### src/rtl/ft2232_rx_framer_if.sv
// Byte-stream handshakes around the FT2232 receive framer:
// FIFO-side input bytes and validated payload output bytes.
interface ft2232_rx_framer_if;
    logic       rx_valid_i;
    logic [7:0] rx_data_i;
    logic       rx_ready_o;
    logic       pl_valid_o;
    logic [7:0] pl_data_o;
    logic       pl_last_o;
    logic       pl_ready_i;

    modport slave (
        input  rx_valid_i, rx_data_i, pl_ready_i,
        output rx_ready_o, pl_valid_o, pl_data_o, pl_last_o
    );

    modport master (
        output rx_valid_i, rx_data_i, pl_ready_i,
        input  rx_ready_o, pl_valid_o, pl_data_o, pl_last_o
    );
endinterface

### src/rtl/ft2232_rx_framer.sv
// Frames SYNC/LEN/payload/CHK byte streams from the FT2232 FIFO,
// buffers the payload and releases it only once the checksum is good.
module ft2232_rx_framer #(
    parameter logic [7:0] SYNC_BYTE      = 8'hA5,
    parameter int         MAX_LEN        = 64,
    parameter int         TIMEOUT_CYCLES = 1024
) (
    input  logic                      fifo_clk_i,
    input  logic                      reset_i,
    ft2232_rx_framer_if.slave         bus,
    output logic                      pkt_done_o,
    output logic                      pkt_err_o,
    output logic [1:0]                err_code_o,
    output logic [15:0]               pkt_count_o,
    output logic [15:0]               err_count_o
);
    localparam int IW = (MAX_LEN > 1) ? $clog2(MAX_LEN) : 1;
    localparam int TW = $clog2(TIMEOUT_CYCLES + 1);
    localparam logic [7:0]    MAX_L  = 8'(MAX_LEN);
    localparam logic [TW-1:0] T_LAST = TW'(TIMEOUT_CYCLES - 1);

    typedef enum logic [2:0] {
        S_HUNT, S_LEN, S_PAYLOAD, S_CHK, S_EMIT
    } state_t;

    state_t state, nxt;

    logic [7:0]    mem [MAX_LEN];
    logic [7:0]    len, sum, wr_idx, rd_idx;
    logic [TW-1:0] idle_cnt;
    logic          live;
    logic          rx_acc, pl_acc, in_frame, timed_out;
    logic [7:0]    sum_chk;
    logic          err_set, done_set;
    logic [1:0]    err_code_n;

    assign bus.rx_ready_o = live && (state != S_EMIT);
    assign bus.pl_valid_o = (state == S_EMIT);
    assign bus.pl_data_o  = (state == S_EMIT) ? mem[rd_idx[IW-1:0]] : 8'h00;
    assign bus.pl_last_o  = (state == S_EMIT) && (rd_idx == len - 8'd1);

    assign rx_acc    = bus.rx_valid_i && bus.rx_ready_o;
    assign pl_acc    = bus.pl_valid_o && bus.pl_ready_i;
    assign in_frame  = (state == S_LEN) || (state == S_PAYLOAD) || (state == S_CHK);
    assign timed_out = in_frame && !rx_acc && (idle_cnt == T_LAST);
    assign sum_chk   = sum + bus.rx_data_i;

    always_ff @(posedge fifo_clk_i or posedge reset_i) begin
        if (reset_i) state <= S_HUNT;
        else         state <= nxt;
    end

    always_comb begin
        nxt        = state;
        err_set    = 1'b0;
        err_code_n = 2'd0;
        done_set   = 1'b0;
        unique case (state)
            S_HUNT: begin
                if (rx_acc && bus.rx_data_i == SYNC_BYTE) nxt = S_LEN;
            end
            S_LEN: begin
                if (rx_acc) begin
                    if (bus.rx_data_i == 8'd0 || bus.rx_data_i > MAX_L) begin
                        nxt        = S_HUNT;
                        err_set    = 1'b1;
                        err_code_n = 2'd1;
                    end else begin
                        nxt = S_PAYLOAD;
                    end
                end
            end
            S_PAYLOAD: begin
                if (rx_acc && wr_idx == len - 8'd1) nxt = S_CHK;
            end
            S_CHK: begin
                if (rx_acc) begin
                    if (sum_chk == 8'd0) begin
                        nxt = S_EMIT;
                    end else begin
                        nxt        = S_HUNT;
                        err_set    = 1'b1;
                        err_code_n = 2'd2;
                    end
                end
            end
            S_EMIT: begin
                if (pl_acc && bus.pl_last_o) begin
                    nxt      = S_HUNT;
                    done_set = 1'b1;
                end
            end
            default: nxt = S_HUNT;
        endcase
        // Inter-byte gap expiry overrides whatever the frame state wanted
        if (timed_out) begin
            nxt        = S_HUNT;
            err_set    = 1'b1;
            err_code_n = 2'd3;
        end
    end

    always_ff @(posedge fifo_clk_i) begin
        if (state == S_PAYLOAD && rx_acc) mem[wr_idx[IW-1:0]] <= bus.rx_data_i;
    end

    always_ff @(posedge fifo_clk_i or posedge reset_i) begin
        if (reset_i) begin
            live        <= 1'b0;
            len         <= 8'd0;
            sum         <= 8'd0;
            wr_idx      <= 8'd0;
            rd_idx      <= 8'd0;
            idle_cnt    <= '0;
            pkt_done_o  <= 1'b0;
            pkt_err_o   <= 1'b0;
            err_code_o  <= 2'd0;
            pkt_count_o <= 16'd0;
            err_count_o <= 16'd0;
        end else begin
            live       <= 1'b1;
            pkt_done_o <= done_set;
            pkt_err_o  <= err_set;
            if (rx_acc || !in_frame) idle_cnt <= '0;
            else                     idle_cnt <= idle_cnt + 1'b1;
            if (state == S_LEN && rx_acc) begin
                len    <= bus.rx_data_i;
                sum    <= bus.rx_data_i;
                wr_idx <= 8'd0;
            end
            if (state == S_PAYLOAD && rx_acc) begin
                sum    <= sum_chk;
                wr_idx <= wr_idx + 8'd1;
            end
            if (state == S_CHK) rd_idx <= 8'd0;
            else if (pl_acc)    rd_idx <= rd_idx + 8'd1;
            if (done_set) pkt_count_o <= pkt_count_o + 16'd1;
            if (err_set) begin
                err_code_o <= err_code_n;
                if (err_count_o != 16'hFFFF) err_count_o <= err_count_o + 16'd1;
            end
        end
    end
endmodule
### src/flat_wrapper.sv
// flat-port wrapper written by rule: the top's interface ports become plain ports
module ft2232_rx_framer_flat 
#(
    parameter logic [7:0] SYNC_BYTE      = 8'hA5,
    parameter int         MAX_LEN        = 64,
    parameter int         TIMEOUT_CYCLES = 1024
)
  (fifo_clk_i, reset_i, pkt_done_o, pkt_err_o, err_code_o, pkt_count_o, err_count_o, bus_rx_valid_i, bus_rx_data_i, bus_pl_ready_i, bus_rx_ready_o, bus_pl_valid_o, bus_pl_data_o, bus_pl_last_o);
  ft2232_rx_framer_if bus_i ();
  input  logic fifo_clk_i;
  input  logic reset_i;
  output logic pkt_done_o;
  output logic pkt_err_o;
  output logic [1:0] err_code_o;
  output logic [15:0] pkt_count_o;
  output logic [15:0] err_count_o;
  input wire logic [$bits(bus_i.rx_valid_i)-1:0] bus_rx_valid_i;
  input wire logic [$bits(bus_i.rx_data_i)-1:0] bus_rx_data_i;
  input wire logic [$bits(bus_i.pl_ready_i)-1:0] bus_pl_ready_i;
  output wire logic [$bits(bus_i.rx_ready_o)-1:0] bus_rx_ready_o;
  output wire logic [$bits(bus_i.pl_valid_o)-1:0] bus_pl_valid_o;
  output wire logic [$bits(bus_i.pl_data_o)-1:0] bus_pl_data_o;
  output wire logic [$bits(bus_i.pl_last_o)-1:0] bus_pl_last_o;
  assign bus_i.rx_valid_i = bus_rx_valid_i;
  assign bus_i.rx_data_i = bus_rx_data_i;
  assign bus_i.pl_ready_i = bus_pl_ready_i;
  assign bus_rx_ready_o = bus_i.rx_ready_o;
  assign bus_pl_valid_o = bus_i.pl_valid_o;
  assign bus_pl_data_o = bus_i.pl_data_o;
  assign bus_pl_last_o = bus_i.pl_last_o;
  ft2232_rx_framer #(.SYNC_BYTE(SYNC_BYTE), .MAX_LEN(MAX_LEN), .TIMEOUT_CYCLES(TIMEOUT_CYCLES)) u_core (.fifo_clk_i(fifo_clk_i), .reset_i(reset_i), .bus(bus_i), .pkt_done_o(pkt_done_o), .pkt_err_o(pkt_err_o), .err_code_o(err_code_o), .pkt_count_o(pkt_count_o), .err_count_o(err_count_o));
endmodule
### config.mk
export PLATFORM = sky130hd
export DESIGN_NAME = ft2232_rx_framer_flat
export DESIGN_NICKNAME = d
export VERILOG_FILES = /design/src/rtl/ft2232_rx_framer_if.sv /design/src/rtl/ft2232_rx_framer.sv /design/src/flat_wrapper.sv
export SDC_FILE = /design/constraint.sdc
export NUM_CORES = 1
export LEC_CHECK = 0
export ABC_AREA = 0
export CAP_MARGIN = 20
export CORE_MARGIN = 5
export CORE_UTILIZATION = 60
export DETAILED_ROUTE_END_ITERATION = 8
export PLACE_DENSITY = 0.78
export SLEW_MARGIN = 20
export SYNTH_ARGS = -nofsm -noshare
export SYNTH_HDL_FRONTEND = slang
export SYNTH_SLANG_ARGS = --single-unit
### constraint.sdc
create_clock -name fifo_clk_i -period 6.2 [get_ports fifo_clk_i]
set_input_delay 0.93 -clock fifo_clk_i [delete_from_list [all_inputs] [get_ports fifo_clk_i]]
set_output_delay 0.93 -clock fifo_clk_i [all_outputs]
set_load 0.03 [all_outputs]
; ---- Word-level counts from Yosys, hierarchy flattened
; Memory sizes are Yosys's and may differ from the RTL's.
; Cells that the tools add are included.
[totals]
ff_bits = 83
latch_bits = 0
ramBits = 512
rom_bits = 0
inputBits = 12
out_inout_bits = 47
word_cells = 93
n_memories = 1
[mem_list]
columns = memory, words, width, rd, rd_ports_with_merged_regs, write_ports, line
row1 = u_core.mem, 64, 8, 1, 0, 1, ft2232_rx_framer.sv:28  ; logic [7:0] mem [MAX_LEN];
[op_classes]
add_sub_neg = 7
n_mul = 0
div = 0
n_lt_le_gt_ge = 1
n_eq_ne = 15
shift = 0
muxes = 33
bitwise_logic = 0
reduce_logical = 24
[ops]
columns = operator, n
row1 = two-way mux 8 bit, 7
row2 = adder 16 x 1 -> 16 bit (second input constant), 2
row3 = two-way mux 3 bit, 7
row4 = adder 8 x 1 -> 8 bit (second input constant), 2
row5 = equality test 8 bit, 2
row6 = logical NOT 8 bit, 2
row7 = inequality test 16 bit (second input constant), 1
row8 = case mux 3 bit (5 select lines), 1
row9 = adder 11 x 1 -> 11 bit (second input constant), 1
row10 = equality test 11 x 10 -> 1 bit (second input constant), 1
row11 = logical AND 1 bit, 11
row12 = two-way mux 11 bit, 1
row13 = two-way mux 1 bit, 10
row14 = two-way mux 2 bit, 5
row15 = inequality test 3 x 1 -> 1 bit (second input constant), 3
row16 = adder 8 bit, 1
row17 = equality test 8 bit (second input constant), 1
row18 = > comparator 8 x 7 -> 1 bit (second input constant), 1
row19 = subtractor 8 x 1 -> 8 bit (second input constant), 1
row20 = equality test 3 x 2 -> 1 bit (second input constant), 2
row21 = inequality test 3 bit (second input constant), 2
row22 = AND reduction 5 bit, 1
row23 = logical OR 1 bit, 4
row24 = case mux 2 bit (2 select lines), 1
row25 = other kinds (8), 10

; ---- Depth between registers and ports, before layout
[depth]
depth_word = 8
mapped_depth = 12
depth_no_buf = 11

; ---- Least setup slack after synthesis
; Ideal clock, no wire load.
[synth_path]
path_type = flip-flop to output port
start = register u_core.rd_idx[0]
end = output bus_pl_data_o[0]
t_arrival_ps = 2893
required_ps = 5270
path_slack_ps = 2377
stages_incl_launch_ff = 8
path_buffers = 3
cell_sequence = dfrtp_1 clkbuf_1 buf_2 buf_1 mux4_2 mux4_2 mux4_2 and2_1
[synth_via]
elab_chain_cells = 2
[synth_lines]
columns = element, line
row1 = start: declaration, ft2232_rx_framer.sv:29  ; logic [7:0] len, sum, wr_idx, rd_idx;
row2 = start signal: assignment, ft2232_rx_framer.sv:136  ; else if (pl_acc) rd_idx <= rd_idx + 8'd1;
row3 = memory read (64 x 8 bit), n/a
row4 = two-way mux 8 bit, ft2232_rx_framer.sv:39  ; assign bus.pl_data_o = (state == S_EMIT) ? mem[rd_idx[IW-1:0]] : 8'h00;
row5 = end: declaration, flat_wrapper.sv:22  ; output wire logic [$bits(bus_i.pl_data_o)-1:0] bus_pl_data_o;
; Every way passes these cells.

; ---- Worst setup path in the final report
[layout_path]
start = register u_core.rd_idx[0]
end = output bus_pl_data_o[6]
; Same word-level chain as after synthesis.

==> results.json <==
{
  "status": "finished, final reports clean",
  "yosys_warnings": 0,
  "start_kind": "register",
  "postLayoutCellArea_um2": 27400,
  "antenna_left": 0,
  "setup_viol": 0,
  "avgViaCountPerCell": 6.48,
  "synth_area_um2": 24300,
  "final_cell_mix": "edfxtp_1, mux4_2, nor2_1, dfrtp_1, clkbuf_16",
  "period_share": 0.869,
  "synth_seq_cells": 595,
  "hp-start": "u_core.pkt_count_o[15]",
  "worstPathRequired_ps": 5270,
  "placed_cell_area_um2": 25500,
  "rows": 73,
  "ys_types": 63,
  "fin_crit_ps": 5390,
  "cts_buffer_depth": 3,
  "wl_per_cell_um": 27.9,
  "portBuffers": 58,
  "slew_headroom": 0.294,
  "drc": 0,
  "hold_buffers": 0,
  "drt-pass1-iter-count": 5,
  "worstPathArrival_ps": 4460,
  "nNetsFinal": 1385,
  "async_reset_ff_frac": 0.139,
  "maxCapViolations": 0,
  "cts_sinks": 595,
  "drtIter0Drc": 1451,
  "grt_pass1_vias": 12600,
  "crit_top_cell": "mux4_2",
  "worstMarginPinSlew_ps": 1050,
  "grt_usage": 0.247,
  "p_per_area_nw_per_um2": 397,
  "die_width_um": 211,
  "drive_gt1_frac": 0.222,
  "post_cts_buffers": 0,
  "cp-end-kind": "primary output",
  "gp_congestion": 0.814,
  "die_h_um": 211,
  "ctsResizeCount": 0,
  "cts.clk_slew.worst_paths_ps": 60,
  "ys.flop_type": "edfxtp_1",
  "hold-path-endpoint": "u_core.pkt_count_o[15]",
  "r2r_cells": 9,
  "rr_endpoint": "u_core.err_count_o[11]",
  "cts_max_level": 2,
  "synth_edf_count": 512,
  "finClkSkew_ps": 28.5,
  "worst-setup-path-type": "reg -> out",
  "slowest_delay_ps": 950,
  "grt_max_degree": 70,
  "peakVddDrop_uv": 415,
  "seq_area_frac_synth": 0.719,
  "crit_chain": "buf_12, mux4_2, mux4_2, mux4_2, and2_1, clkdlybuf4s50_1",
  "grt.overflow.total": 0,
  "numCtsBuffers": 57,
  "final_common_cell": "edfxtp_1",
  "area_delta_synth_final_pct": 13.0,
  "ff2ff_setup_slack_ps": 2900,
  "cp_slowest_cell": "dfrtp_4",
  "min_delay_path_depth": 1,
  "max_clock_freq_mhz": 186,
  "cts_tree": "built",
  "vias": 12500,
  "grt_pass1_wl_um": 81400,
  "crit_fanout": 38,
  "start_util": 0.608,
  "drt_wl_total_um": 54000,
  "finalHoldViolations": 0,
  "syn_area_per_cell_um2": 18.9,
  "syn-num-nets": 1308,
  "hpwlAfterDp_um": 33500,
  "synthCells": 1282,
  "r2r-start": "u_core.sum[3]",
  "setup_tns_ps": 0,
  "core_area_um2": 39900,
  "clock_latency_ps": 630,
  "antenna_found_initial": 4,
  "boundaryPins": 59,
  "worstHoldPathType": "reg -> reg",
  "power.leakage_uw": 0.00899,
  "cts_root_buf": "clkbuf_16",
  "drv_slew": 0,
  "die-area_um2": 44600,
  "rsz0062_at_grt": "no"
}
[synth_stat cells, types with 15 or more instances]
cell type	count	area [um^2]
mux4_2	168	3780
nand3_1	31	155
xnor2_1	46	403
and2_1	15	93.8
nor2_1	101	379
clkbuf_1	36	135
nand4_1	19	119
buf_1	15	56.3
nand2_1	49	184
xor2_1	24	210
inv_1	18	67.6
edfxtp_1	512	15400
o21ai_0	25	125
dfrtp_1	83	2080
[flip-flops by register name, indices dropped and copies added, names as in the netlist]
| name | count |
|---|---|
| u_core.live | 1 |
| u_core.rd_idx | 8 |
| u_core.mem | 512 |
| u_core.err_code_o | 2 |
| u_core.len | 8 |
| u_core.pkt_err_o | 1 |
| u_core.pkt_count_o | 16 |
| u_core.state | 3 |
| u_core.err_count_o | 16 |
| u_core.sum | 8 |
| u_core.wr_idx | 8 |
| u_core.idle_cnt | 11 |
| u_core.pkt_done_o | 1 |
[how the worst max path moves through the flow]
stage                                 from          endpoint  slack (ps)  depth (start not counted)
after floorplan           u_core.rd_idx[0]  bus_pl_data_o[0]        2380                          7
after global routing      u_core.rd_idx[0]  bus_pl_data_o[6]         640                          6
after CTS                 u_core.rd_idx[0]  bus_pl_data_o[6]         740                          6
after global placement    u_core.rd_idx[0]  bus_pl_data_o[6]        1530                          6
after detailed placement  u_core.rd_idx[0]  bus_pl_data_o[6]        1460                          6
final                     u_core.rd_idx[0]  bus_pl_data_o[6]         810                          6
[kinds of logic after synthesis]
family | Yosys count | share of synthesized area
AOI/OAI and AO/OA | 66 | 0.0180
xor gates and xnor gates | 71 | 0.0262
adders and majority gates | 14 | 0.00753
buffers and inverters | 80 | 0.0130
DFF | 595 | 0.719
muxes | 175 | 0.159
other | 1 | 0.000154
and+or+nand+nor | 280 | 0.0571
[where the power goes]
part	leakage [uW]	internal [uW]	switching, uW
clock	0.000954	2110	1510
sequential	0.00569	4370	235
combinational	0.00235	1400	1260
[area by class of cell]
class	count	area, um^2
well taps	525	657
inverters	18	68.8
repair buffers	80	756
diodes	1	2.50
flip-flops and latches	595	17500
fillers	2425	12500
multi-input cells	607	6520
clock inverters	46	526
clock buffers	61	1440
[worst max-delay path: cells and delay by family (launching register included)]
kind / cells / cell delay [ps]
multiplexers: 3 / 1660
buffers and inverters: 2 / 960
flip-flops: 1 / 950
AND/OR/NAND/NOR: 1 / 190
[layer usage]
| metal | wire length, um | GRT usage | up-vias |
|---|---|---|---|
| li1 | - | - | 5311 |
| met1 | 20500 | 0.349 | 6477 |
| met2 | 27000 | 0.398 | 640 |
| met3 | 4650 | 0.0457 | 100 |
| met4 | 1790 | 0.0872 | 4 |
| met5 | 21 | 0 | - |
[per-stage QoR]
stage / utilization / std cells / worst slack [ps] / hold slack [ps] / power [uW]
final: 0.687 / 1933 / 813 / 468 / 10900
after global routing: 0.687 / 1933 / 642 / 515 / 11300
after CTS: 0.687 / 1932 / 737 / 478 / 11000
after detailed placement: 0.638 / 1825 / 1460 / 465 / 7360
after global placement: 0.638 / 1825 / 1530 / 455 / 7320
after floorplan: - / 1282 / 2380 / 443 / 6450
Note: power is estimated with default switching activity, not from simulation.
